[src/rtl/riscv_hazard_pkg.sv]
// Shared hazard-control types: EX operand forwarding select and hazard FSM state.
// Also used by the EX-stage forwarding mux.
package riscv_hazard_pkg;

  typedef enum logic [1:0] {
    FWD_RF  = 2'b00,
    FWD_WB  = 2'b01,
    FWD_MEM = 2'b10
  } fwd_sel_t;

  typedef enum logic [1:0] {
    RUN      = 2'b00,
    MC_WAIT  = 2'b01,
    MEM_WAIT = 2'b10
  } hz_state_t;

  typedef struct packed {
    logic stallf;
    logic stalld;
    logic stalle;
    logic stallm;
    logic flushd;
    logic flushe;
    logic flushm;
    logic flushw;
  } hz_ctrl_t;

  // Load in E writing a register that the instruction in D reads; x0 never hazards.
  function automatic logic lw_hazard(input logic       loade,
                                     input logic [4:0] rde,
                                     input logic [4:0] rs1d,
                                     input logic [4:0] rs2d);
    return loade && (rde != 5'd0) && ((rde == rs1d) || (rde == rs2d));
  endfunction

endpackage

[src/rtl/fwd_select.sv]
// EX operand forwarding select for one source register.
// The newer M-stage result takes precedence over the W-stage result.
module fwd_select
  import riscv_hazard_pkg::*;
(
  input  logic [4:0] rs,
  input  logic [4:0] rdm,
  input  logic [4:0] rdw,
  input  logic       regwritem,
  input  logic       regwritew,
  output fwd_sel_t   fwd
);

  always_comb begin
    fwd = FWD_RF;
    if (regwritem && (rdm != 5'd0) && (rdm == rs)) begin
      fwd = FWD_MEM;
    end else if (regwritew && (rdw != 5'd0) && (rdw == rs)) begin
      fwd = FWD_WB;
    end
  end

endmodule

[src/rtl/hazard_ctrl.sv]
// Pipeline hazard controller for the 5-stage RV32 core: operand forwarding, stall/flush
// generation for load-use, taken branch, multi-cycle EX ops and data-memory wait.
module hazard_ctrl
  import riscv_hazard_pkg::*;
#(
  parameter int unsigned MC_MAX_CYCLES = 64,
  parameter int unsigned CNT_W         = 32
) (
  input  logic             clk,
  input  logic             rst_n,
  input  logic [4:0]       rs1d,
  input  logic [4:0]       rs2d,
  input  logic [4:0]       rs1e,
  input  logic [4:0]       rs2e,
  input  logic [4:0]       rde,
  input  logic [4:0]       rdm,
  input  logic [4:0]       rdw,
  input  logic             regwritem,
  input  logic             regwritew,
  input  logic             loade,
  input  logic             pcsrce,
  input  logic             mc_starte,
  input  logic             mc_done,
  input  logic             dmem_req,
  input  logic             dmem_ready,
  output logic [1:0]       forwarda,
  output logic [1:0]       forwardb,
  output logic             stallf,
  output logic             stalld,
  output logic             stalle,
  output logic             stallm,
  output logic             flushd,
  output logic             flushe,
  output logic             flushm,
  output logic             flushw,
  output logic             mc_error,
  output logic [CNT_W-1:0] stall_cycles
);

  localparam int unsigned MC_W = $clog2(MC_MAX_CYCLES + 1);

  hz_state_t        state_q, state_d;
  hz_state_t        ret_q, ret_d;
  hz_state_t        eff_state;
  logic [MC_W-1:0]  mc_cnt_q, mc_cnt_d;
  logic             done_pend_q, done_pend_d;
  logic             mc_error_q;
  logic             set_error;
  logic [CNT_W-1:0] stall_cycles_q;
  logic             mem_stall;
  logic             lwstall;
  logic             mc_done_eff;
  logic             mc_timeout;
  hz_ctrl_t         ctrl_raw;
  fwd_sel_t         fwd_a, fwd_b;

  fwd_select u_fwd_a (
    .rs        (rs1e),
    .rdm       (rdm),
    .rdw       (rdw),
    .regwritem (regwritem),
    .regwritew (regwritew),
    .fwd       (fwd_a)
  );

  fwd_select u_fwd_b (
    .rs        (rs2e),
    .rdm       (rdm),
    .rdw       (rdw),
    .regwritem (regwritem),
    .regwritew (regwritew),
    .fwd       (fwd_b)
  );

  assign mem_stall   = dmem_req && !dmem_ready;
  assign lwstall     = lw_hazard(loade, rde, rs1d, rs2d);
  // A memory stall freezes the pipeline; decode proceeds as in the interrupted state.
  assign eff_state   = (state_q == MEM_WAIT) ? ret_q : state_q;
  // A done pulse seen while frozen by memory is remembered so it is not lost.
  assign mc_done_eff = mc_done || done_pend_q;
  assign mc_timeout  = (mc_cnt_q == MC_W'(MC_MAX_CYCLES));

  // Next-state logic
  always_comb begin
    state_d     = state_q;
    ret_d       = ret_q;
    mc_cnt_d    = mc_cnt_q;
    done_pend_d = done_pend_q;
    set_error   = 1'b0;
    if (mem_stall) begin
      state_d = MEM_WAIT;
      ret_d   = eff_state;
      if ((eff_state == MC_WAIT) && mc_done) begin
        done_pend_d = 1'b1;
      end
    end else begin
      unique case (eff_state)
        RUN: begin
          state_d = RUN;
          if (mc_starte) begin
            state_d     = MC_WAIT;
            mc_cnt_d    = MC_W'(1);
            done_pend_d = 1'b0;
          end
        end
        MC_WAIT: begin
          if (mc_done_eff) begin
            state_d     = RUN;
            mc_cnt_d    = '0;
            done_pend_d = 1'b0;
          end else if (mc_timeout) begin
            state_d   = RUN;
            mc_cnt_d  = '0;
            set_error = 1'b1;
          end else begin
            state_d  = MC_WAIT;
            mc_cnt_d = mc_cnt_q + MC_W'(1);
          end
        end
        default: begin
          state_d = RUN;
        end
      endcase
    end
  end

  // Output decode, before reset gating; also feeds the perf counter.
  always_comb begin
    ctrl_raw = '0;
    if (mem_stall) begin
      ctrl_raw.stallf = 1'b1;
      ctrl_raw.stalld = 1'b1;
      ctrl_raw.stalle = 1'b1;
      ctrl_raw.stallm = 1'b1;
      ctrl_raw.flushw = 1'b1;
    end else begin
      unique case (eff_state)
        RUN: begin
          if (mc_starte) begin
            ctrl_raw.stallf = 1'b1;
            ctrl_raw.stalld = 1'b1;
            ctrl_raw.stalle = 1'b1;
            ctrl_raw.flushm = 1'b1;
          end else if (pcsrce) begin
            ctrl_raw.flushd = 1'b1;
            ctrl_raw.flushe = 1'b1;
          end else if (lwstall) begin
            ctrl_raw.stallf = 1'b1;
            ctrl_raw.stalld = 1'b1;
            ctrl_raw.flushe = 1'b1;
          end
        end
        MC_WAIT: begin
          if (mc_done_eff) begin
            ctrl_raw = '0;
          end else if (mc_timeout) begin
            // Kill the op: hold F/D so the D instruction survives, bubble E and M.
            ctrl_raw.stallf = 1'b1;
            ctrl_raw.stalld = 1'b1;
            ctrl_raw.flushe = 1'b1;
            ctrl_raw.flushm = 1'b1;
          end else begin
            ctrl_raw.stallf = 1'b1;
            ctrl_raw.stalld = 1'b1;
            ctrl_raw.stalle = 1'b1;
            ctrl_raw.flushm = 1'b1;
          end
        end
        default: begin
          ctrl_raw = '0;
        end
      endcase
    end
  end

  always_ff @(posedge clk or negedge rst_n) begin
    if (!rst_n) begin
      state_q        <= RUN;
      ret_q          <= RUN;
      mc_cnt_q       <= '0;
      done_pend_q    <= 1'b0;
      mc_error_q     <= 1'b0;
      stall_cycles_q <= '0;
    end else begin
      state_q     <= state_d;
      ret_q       <= ret_d;
      mc_cnt_q    <= mc_cnt_d;
      done_pend_q <= done_pend_d;
      if (set_error) begin
        mc_error_q <= 1'b1;
      end
      if (ctrl_raw.stallf && (stall_cycles_q != {CNT_W{1'b1}})) begin
        stall_cycles_q <= stall_cycles_q + CNT_W'(1);
      end
    end
  end

  // All control outputs drop as soon as reset asserts, independent of the clock.
  assign {stallf, stalld, stalle, stallm, flushd, flushe, flushm, flushw} =
      rst_n ? ctrl_raw : '0;
  assign forwarda     = rst_n ? fwd_a : FWD_RF;
  assign forwardb     = rst_n ? fwd_b : FWD_RF;
  assign mc_error     = mc_error_q;
  assign stall_cycles = stall_cycles_q;

endmodule
[config.mk]
export PLATFORM = sky130hd
export DESIGN_NAME = hazard_ctrl
export DESIGN_NICKNAME = d
export VERILOG_FILES = /design/src/rtl/riscv_hazard_pkg.sv /design/src/rtl/fwd_select.sv /design/src/rtl/hazard_ctrl.sv
export SDC_FILE = /design/constraint.sdc
export NUM_CORES = 1
export LEC_CHECK = 0
export ABC_AREA = 1
export CORE_MARGIN = 1
export CORE_UTILIZATION = 50
export CTS_CLUSTER_DIAMETER = 80
export CTS_CLUSTER_SIZE = 12
export DETAILED_ROUTE_END_ITERATION = 10
export PLACE_DENSITY_LB_ADDON = 0.2
export SLEW_MARGIN = 5
export SYNTH_ARGS = -nofsm -noshare
export SYNTH_HDL_FRONTEND = slang
export SYNTH_HIERARCHICAL = 1
export SYNTH_SLANG_ARGS = --single-unit
[constraint.sdc]
create_clock -name clk -period 1.8 [get_ports clk]
set_input_delay 0.45 -clock clk [delete_from_list [all_inputs] [get_ports clk]]
set_output_delay 0.45 -clock clk [all_outputs]
set_load 0.01 [all_outputs]
Word-level counts from Yosys, hierarchy flattened --
Cells that the tools add are included.
Storage, ports and cells: register bits 45, output and inout port bits 45, logic and storage cells 87
Cells by class: $add $sub $neg 2, equal/unequal tests 14, mux-type cells 42, bitwise gates (word level) 1, reductions and logical operators 22
Operator list (count):
- 32-bit by 1-bit adder with 32-bit output (second input constant) | 1
- 32-bit != test (second input constant) | 1
- 5-bit equality test | 6
- 2-bit 2-to-1 mux | 11
- 7-bit 2-to-1 mux | 3
- 1-bit 2-to-1 mux | 19
- 5-bit nonzero test | 3
- 7-bit case mux with 2 select lines | 1
- 3-bit case mux with 2 select lines | 2
- 1-bit logical AND | 11
- 8-bit 2-to-1 mux | 1
- 7-bit by 1-bit adder with 7-bit output (second input constant) | 1
- 7-bit equality test (second input constant) | 1
- 3-bit 2-to-1 mux | 2
- 3-bit != test (second input constant) | 2
- 4-bit 2-to-1 mux | 1
- 2-bit case mux with 2 select lines | 1
- 4-bit AND reduction | 1
- 3-bit AND reduction | 1
- 3-bit nonzero test | 1
- 2-bit by 1-bit equality test with 1-bit output (second input constant) | 1
- 2-bit equality test (second input constant) | 1
- 2-bit zero test | 1
- 1-bit logical OR | 2
- 6 further kinds | 6

Longest topological paths before layout --
Gate-level depths: netlist of the first run.
word-level depth 9, mapped depth 12, mapped depth without buffers 11

Modules after synthesis --
The synthesis of the first run kept the hierarchy.
Modules (own cells, without submodules):
- hazard_ctrl | times used 1, cells an instance 496, area each 3240.6 um2
- fwd_select | times used 2, cells an instance 50, area each 214.0 um2

Least setup slack after synthesis of the first run --
No wires, ideal clock.
kind register to output, start reg state_q[0], end out stallf, arrival 1.447 ns, path slack -0.097 ns, cell stages (with the launch flop) 8, path through dfrtp_1 > o21a_1 > nor2_4 > nand2_2 > o21ai_2 > nor2_2 > a21oi_1 > buf_4
Between the ends: word-level cells in the longest chain between the ends 6, elaborated cells on any way between the ends 7, those cells by class 2 x eq/ne; 4 x mux; 1 x reduce/logical
Ends and longest elaborated chain:
- start, declared | RTL line hazard_ctrl.sv:42 | hz_state_t state_q, state_d;
- start signal, assigned | RTL line hazard_ctrl.sv:185 | state_q <= state_d;
- 2-bit equality test | RTL line hazard_ctrl.sv:78 | assign eff_state = (state_q == MEM_WAIT) ? ret_q : state_q;
- 2-bit 2-to-1 mux (*) | RTL line hazard_ctrl.sv:78
- 2-bit by 1-bit equality test with 1-bit output or 2-bit zero test (tied branches) | RTL line hazard_ctrl.sv:137 | unique case (eff_state)
- 3-bit case mux with 2 select lines (*) | RTL line hazard_ctrl.sv:137
- 4-bit 2-to-1 mux (*) | RTL line hazard_ctrl.sv:130 | if (mem_stall) begin
- 8-bit 2-to-1 mux (*) | RTL line hazard_ctrl.sv:200 | rst_n ? ctrl_raw : '0;
- end, declared | RTL line hazard_ctrl.sv:28 | output logic stallf,
Mark *: on every way between the ends. The rest lies on a longest branch, timed or not.

Worst setup path after layout of the first run --
start reg mc_cnt_q[0], end out flushe
Between the ends: word-level cells in the longest chain between the ends 6
Ends and longest elaborated chain:
- start, declared | RTL line hazard_ctrl.sv:45 | logic [MC_W-1:0] mc_cnt_q, mc_cnt_d;
- start signal, assigned | RTL line hazard_ctrl.sv:187 | mc_cnt_q <= mc_cnt_d;
- 7-bit equality test | RTL line hazard_ctrl.sv:81 | assign mc_timeout = (mc_cnt_q == MC_W'(MC_MAX_CYCLES));
- 1-bit 2-to-1 mux | RTL line hazard_ctrl.sv:156 | end else if (mc_timeout) begin
- 2-bit 2-to-1 mux | RTL line hazard_ctrl.sv:154 | if (mc_done_eff) begin
- 3-bit case mux with 2 select lines | RTL line hazard_ctrl.sv:137
- 3-bit 2-to-1 mux | RTL line hazard_ctrl.sv:130
- 8-bit 2-to-1 mux | RTL line hazard_ctrl.sv:200
- end, declared | RTL line hazard_ctrl.sv:33 | output logic flushe,
No other way between the ends.

==> flow_metrics.env, run 1 <==
export IMPL_peakVddDrop_uv=545
export IMPL_antenna_cells=0
export IMPL_die_w_um=87.7
export IMPL_ioPinCount=90
export IMPL_syn_avg_cell_area_um2=6.16
export IMPL_area_delta_synth_final_pct=57.9
export IMPL_async_flop_share_pct=100
export IMPL_cap_violations=0
export IMPL_tightest_slew_ps=534
export IMPL_path_cells="inv_2 > ha_4 > nand2_4 > nor3_4 > nand3_2 > buf_6 > nor2_4 > inv_2 > a31oi_1 > buf_2"
export IMPL_die_area_um2=7680
export IMPL_yosysMostFrequentCell="nand2_1"
export IMPL_synth_top_area_share_pct=30.7
export IMPL_stdcell_area_um2=5790
export IMPL_synth_ff_latch_count=45
export IMPL_critPathKind="reg -> out"
export IMPL_wire_per_inst_um=16.5
export IMPL_end_kind="output port"
export IMPL_synth_cell_types=33
export IMPL_cp_arrival_ps=1950
export IMPL_drive_gt1_share_pct=30.9
export IMPL_pwr_share_seq_pct=31.3
export IMPL_violations="negative setup slack"
export IMPL_grtUsageTotal_pct=31.4
export IMPL_grt_max_degree=41
export IMPL_finalSetupViolCount=34
export IMPL_power_density_nw_per_um2=669
export IMPL_post_route_min_period_ps=2400
export IMPL_fin_crit_sh_pct=134
export IMPL_worst_skew_pair_late_latency_ps=320
export IMPL_max_stage_delay_ps=410
export IMPL_p_total_w=0.00388
export IMPL_routed_wl_mm=14.3
export IMPL_rows=30
export IMPL_worst_path_most_repeated_cell="inv_2"
export IMPL_hold_ws_ps=166
export IMPL_cts_tree="yes"
export IMPL_clock_power_share_pct=24.6
export IMPL_synth_area_leader_cell="dfrtp_1"
export IMPL_dpl_hpwl_mm=8.21
export IMPL_route_detailed_drc=0
export IMPL_clockRootBuffer="clkbuf_8"
export IMPL_core_area_um2=6940
export IMPL_cts_sinks=45
export IMPL_cts_buffers=5
export IMPL_cp_slowest_cell="dfrtp_1"
export IMPL_p_comb_share_pct=44.2
export IMPL_drt_iter0_markers=484
export IMPL_synth_nets=644
export IMPL_synthFlopType="dfrtp_1"
export IMPL_gp_congestion=0.969
export IMPL_skew_ps=8.17
export IMPL_startpoint_type="register"
export IMPL_fin_ws_ps=-604
export IMPL_max_slew_margin_pct=64.4
export IMPL_leakage_nw=3.17
export IMPL_min_path_type="in -> async"
export IMPL_port_buffers=89
export IMPL_synth_edf_count=0
export IMPL_switching_power_w=0.00136
export IMPL_synth_commonest_cells="232 x nand2_1, 71 x inv_1, 70 x nor2_1, 56 x nand3_1, 45 x dfrtp_1"
export IMPL_path_delay_family="buffers and inverters"
export IMPL_ys_seq_area_share_pct=30.7
export IMPL_cts_htree_levels=2
export IMPL_start_util_pct=52.8
export IMPL_num_nets_final=820
export IMPL_hold_viol=0
export IMPL_run_status="finished, violations left"
export IMPL_critPathMaxFanout=2
export IMPL_grt_setup_unrepaired="yes"
export IMPL_path_clk_slew_ps=90
export IMPL_synthTopCellsByArea="dfrtp_1 31%, nand2_1 24%, nand3_1 7.6%, inv_1 7.3%, nor2_1 7.2%"
export IMPL_ant_nets=0
export IMPL_placed_cell_area_um2=4990
export IMPL_path_buf_inv=4
export IMPL_cts_path_max_buffers=2
export IMPL_antenna_found_initial=0
export IMPL_intPower_w=0.00252
export IMPL_switching_share_pct=35.0
export IMPL_routed_via_count=4866
export IMPL_drt_pass1_iterations=6
export IMPL_die_h_um=87.7
export IMPL_grt_pass1_vias=4178
export IMPL_vias_per_cell=5.60
export IMPL_overflow=0
export IMPL_final_max_slew_viol_count=0
export IMPL_syn_area_um2=3670
export IMPL_cp_required_ps=1350
export IMPL_fmax_mhz=416
export IMPL_grt_pass1_wl_mm=19.0
export IMPL_pre_cts_ws_ps=-969
export IMPL_yosysWarnings=6
export IMPL_syn_inst=596
## per-stage QoR
step | utilization [%] | TNS [ps] | instances
5_1_grt | 83.4 | -7170 | 869
4_1_cts | 76.5 | -1730 | 851
3_3_place_gp | 71.8 | -21670 | 821
3_5_place_dp | 71.8 | -24430 | 821
6_report | 83.4 | -3900 | 869
2_1_floorplan | - | 0 | 596
## sequential cells by signal (all words and copies together), names as in the netlist
register / cells
stall_cycles: 32
mc_cnt_q: 7
ret_q: 2
state_q: 2
done_pend_q: 1
mc_error: 1
## what timing repair did
item	CTS	global route
cloned	4	4
pin swaps	42	41
setup endpoints to repair	51	72
hold buffers	0	0
resized for setup	195	104
setup buffers	21	14
## path summary, 6_finish.rpt
kind                             startpoint          endpoint  slack (ps)  cells past startpoint
max                             mc_cnt_q[0]            flushe        -600                     10
min                                   rst_n          mc_error         170                      2
max reg2reg                stall_cycles[18]  stall_cycles[19]        -100                     10
min reg2reg                        mc_error          mc_error         510                      1
max in group asynchronous             rst_n  stall_cycles[19]        1030                      2
min in group clk                   mc_error          mc_error         510                      1
## cell type report
class	instances	area, um2
Multi-Input combinational cell	463	2420
Clock buffer	5	68.8
Clock inverter	3	65.1
Timing Repair Buffer	177	1670
Sequential cell	45	1140
Tap cell	96	120
Fill cell	436	1150
Inverter	80	315
## cells in the final DEF (no fill, tap or decap), types with 17 or more instances in the layout
cell type / count
inv_1: 52
nor2_1: 58
nand3_1: 53
dfrtp_1: 33
buf_2: 17
buf_6: 19
nand2_1: 218
inv_2: 22
clkdlybuf4s50_1: 26
buf_4: 71
## per-layer routing
layer  part of all wire, %  wire length, um  vias to the layer above  track usage [%]
met3                    11             1540                       83             5.47
met1                    37             5350                     2241             41.2
li1                      -                -                     2204                -
met4                   4.7              668                        0             5.81
met2                    47             6750                      338             54.7
met5                     0                0                        -                0
## power by group through the flow
stage | combinational, W | clock (W) | sequential (W)
global placement | 0.00112 | 0 | 0.00121
finish | 0.00171 | 0.000953 | 0.00121
floorplan | 0.000584 | 0 | 0.00124
CTS | 0.00140 | 0.000926 | 0.00120
global route | 0.00183 | 0.000985 | 0.00122
detailed placement | 0.00116 | 0 | 0.00122
## logic make-up after synthesis
| kind of cell | count (synthesis) | share of synthesized area [%] |
|---|---|---|
| AO/OA/AOI/OAI | 32 | 5.01 |
| XOR/XNOR | 22 | 5.25 |
| adder cells (fa/ha/maj) | 3 | 1.02 |
| buffers and inverters | 91 | 10.3 |
| flip-flops | 45 | 30.7 |
| AND/OR/NAND/NOR | 403 | 47.7 |
No activity file was read; power rests on OpenSTA's default activity.
==> run 2, diff against run 1 <==
--- a/config.mk
+++ b/config.mk
@@ -11,7 +11,7 @@
 export CTS_CLUSTER_DIAMETER = 80
 export CTS_CLUSTER_SIZE = 12
 export DETAILED_ROUTE_END_ITERATION = 10
-export PLACE_DENSITY_LB_ADDON = 0.2
+export PLACE_DENSITY = 0.81
 export SLEW_MARGIN = 5
 export SYNTH_ARGS = -nofsm -noshare
 export SYNTH_HDL_FRONTEND = slang
==> run 2 against run 1 <==
  * The run still ends with negative setup slack left
  * Combinational power is 14% lower
  * Count of clock-buffer cells in the layout stayed put
  * Clock power is 16% lower
  * Critical path type unchanged
  * Critical endpoint unchanged
  * Largest cell class unchanged
==> flow_metrics.env, run 2 (same netlist as run 1, synthesis figures left out) <==
export IMPL_run_status="finished, violations left"
export IMPL_violations="negative setup slack"
export IMPL_switching_power_w=0.00126
export IMPL_startpoint_type="register"
export IMPL_routed_via_count=4539
export IMPL_largest_register_ffs=32
export IMPL_dpl_hpwl_mm=8.53
export IMPL_switching_share_pct=36.3
export IMPL_routed_wl_mm=12.4
export IMPL_met3_usage_pct=4.81
export IMPL_die_h_um=87.7
export IMPL_antenna_found_initial=0
export IMPL_placed_cell_area_um2=5010
export IMPL_antenna_cells=0
export IMPL_drive_gt1_share_pct=29.1
export IMPL_cts_htree_levels=2
export IMPL_finalSetupViolCount=38
export IMPL_end_kind="output port"
export IMPL_cap_violations=0
export IMPL_pwr_share_seq_pct=34.4
export IMPL_clock_power_share_pct=23.0
export IMPL_dpl_cell_count=824
export IMPL_rows=30
export IMPL_gp_congestion=0.919
export IMPL_die_area_um2=7680
export IMPL_grtUsageMet2_pct=55.0
export IMPL_critPathKind="reg -> out"
export IMPL_start_util_pct=52.8
export IMPL_grt_setup_unrepaired="yes"
export IMPL_grt_max_degree=33
export IMPL_cp_slowest_cell="dfrtp_1"
export IMPL_route_detailed_drc=0
export IMPL_grtUsageTotal_pct=30.2
export IMPL_max_slew_margin_pct=67.0
export IMPL_fin_crit_sh_pct=121
export IMPL_cts_buffers=5
export IMPL_ant_nets=0
export IMPL_vias_per_cell=5.33
export IMPL_path_clk_slew_ps=100
export IMPL_worst_path_most_repeated_cell="inv_2"
export IMPL_cp_arrival_ps=1730
export IMPL_num_nets_final=803
export IMPL_path_cells="a21oi_4 > inv_2 > nor2_4 > nand2_2 > inv_2 > nand3_1 > a31oi_1 > buf_2"
export IMPL_cts_sinks=45
export IMPL_tightest_slew_ps=494
export IMPL_overflow=0
export IMPL_pre_cts_ws_ps=-882
export IMPL_stdcell_area_um2=5510
export IMPL_intPower_w=0.00221
export IMPL_drt_iter0_markers=368
export IMPL_hold_viol=0
export IMPL_grt_busiest_layer="met2"
export IMPL_power_density_nw_per_um2=629
export IMPL_startpoint="ret_q[0]"
export IMPL_grt_pass1_wl_mm=18.4
export IMPL_ioPinCount=90
export IMPL_fin_ws_ps=-380
export IMPL_peakVddDrop_uv=451
export IMPL_layout_common_cells="221 x nand2_1, 67 x buf_4, 59 x nor2_1"
export IMPL_port_buffers=89
export IMPL_leakage_nw=3.04
export IMPL_max_stage_delay_ps=420
export IMPL_cp_required_ps=1350
export IMPL_core_area_um2=6940
export IMPL_drt_pass1_iterations=5
export IMPL_min_path_type="in -> async"
export IMPL_fmax_mhz=459
export IMPL_timing_rr_start="ret_q[0]"
export IMPL_p_comb_share_pct=42.6
export IMPL_worst_skew_pair_late_latency_ps=310
export IMPL_cts_path_max_buffers=2
export IMPL_final_common_cell="nand2_1"
export IMPL_die_w_um=87.7
export IMPL_post_route_min_period_ps=2180
export IMPL_critPathMaxFanout=4
export IMPL_clockRootBuffer="clkbuf_8"
export IMPL_reg2reg_depth=12
export IMPL_wire_per_inst_um=14.5
export IMPL_met1_usage_pct=36.5
export IMPL_fin_util_pct=79.3
export IMPL_p_total_w=0.00346
export IMPL_cts_tree="yes"
export IMPL_grt_pass1_vias=4301
export IMPL_final_max_slew_viol_count=0
export IMPL_area_delta_synth_final_pct=50.1
export IMPL_skew_ps=16.9
export IMPL_final_cells=852
run 2: layout make-up:
class / instances / area, um2
well taps: 96 / 120
fillers: 510 / 1440
repair buffers: 161 / 1420
multi-input cells: 462 / 2400
flip-flops and latches: 45 / 1140
inverters: 80 / 310
clock buffers: 5 / 68.8
clock inverters: 3 / 46.3
run 2: repair_timing:
action / CTS / global route
hold buffers: 0 / 0
gates resized for setup: 179 / 109
hold endpoints to repair: 0 / 0
setup endpoints to repair: 52 / 66
cloned: 0 / 3
buffers inserted: 16 / 7
pin swaps: 41 / 43
run 2: power by group through the flow:
stage | combinational [W] | sequential (W) | clock (W)
after CTS | 0.00126 | 0.00118 | 0.000793
after detailed placement | 0.00120 | 0.00120 | 0
after global routing | 0.00159 | 0.00120 | 0.000840
after global placement | 0.00116 | 0.00120 | 0
final | 0.00147 | 0.00119 | 0.000797
after floorplan | 0.000584 | 0.00124 | 0
run 2: path summary, 6_finish.rpt:
kind | endpoint | slack, ps
worst min register to register | mc_error | 500
worst min-delay path | stall_cycles[26] | 160
min in group clk | mc_error | 500
max in group asynchronous | stall_cycles[2] | 1300
worst max-delay path | flushe | -380
worst max register to register | stall_cycles[7] | -130
run 2: critical path: cells and delay by family (launching register included):
family / cells / cell delay [ps]
AND/OR/NAND/NOR: 3 / 280
buffers and inverters: 3 / 300
flip-flops: 1 / 420
AO/OA/AOI/OAI: 2 / 430
run 2: routing by layer:
layer / share of wire [%] / wire length, um
met2: 49 / 6100
met1: 40 / 4970
met5: 0 / 0
met4: 2.4 / 298
met3: 8.1 / 1010
run 2: through the flow:
| stage | hold WS (ps) | setup TNS [ps] |
|---|---|---|
| after floorplan | 154 | 0 |
| after global routing | 174 | -8200 |
| after detailed placement | 478 | -25870 |
| final | 158 | -5150 |
| after CTS | 167 | -1770 |
| after global placement | 475 | -23080 |
==> run 3, diff against run 2 <==
--- a/config.mk
+++ b/config.mk
@@ -11,6 +11,7 @@
 export CTS_CLUSTER_DIAMETER = 80
 export CTS_CLUSTER_SIZE = 12
 export DETAILED_ROUTE_END_ITERATION = 10
+export HOLD_SLACK_MARGIN = 0.08
 export PLACE_DENSITY = 0.81
 export SLEW_MARGIN = 5
 export SYNTH_ARGS = -nofsm -noshare
==> results of run 3 <==
The final DEF is identical to that of run 2; final timing and power are the same.
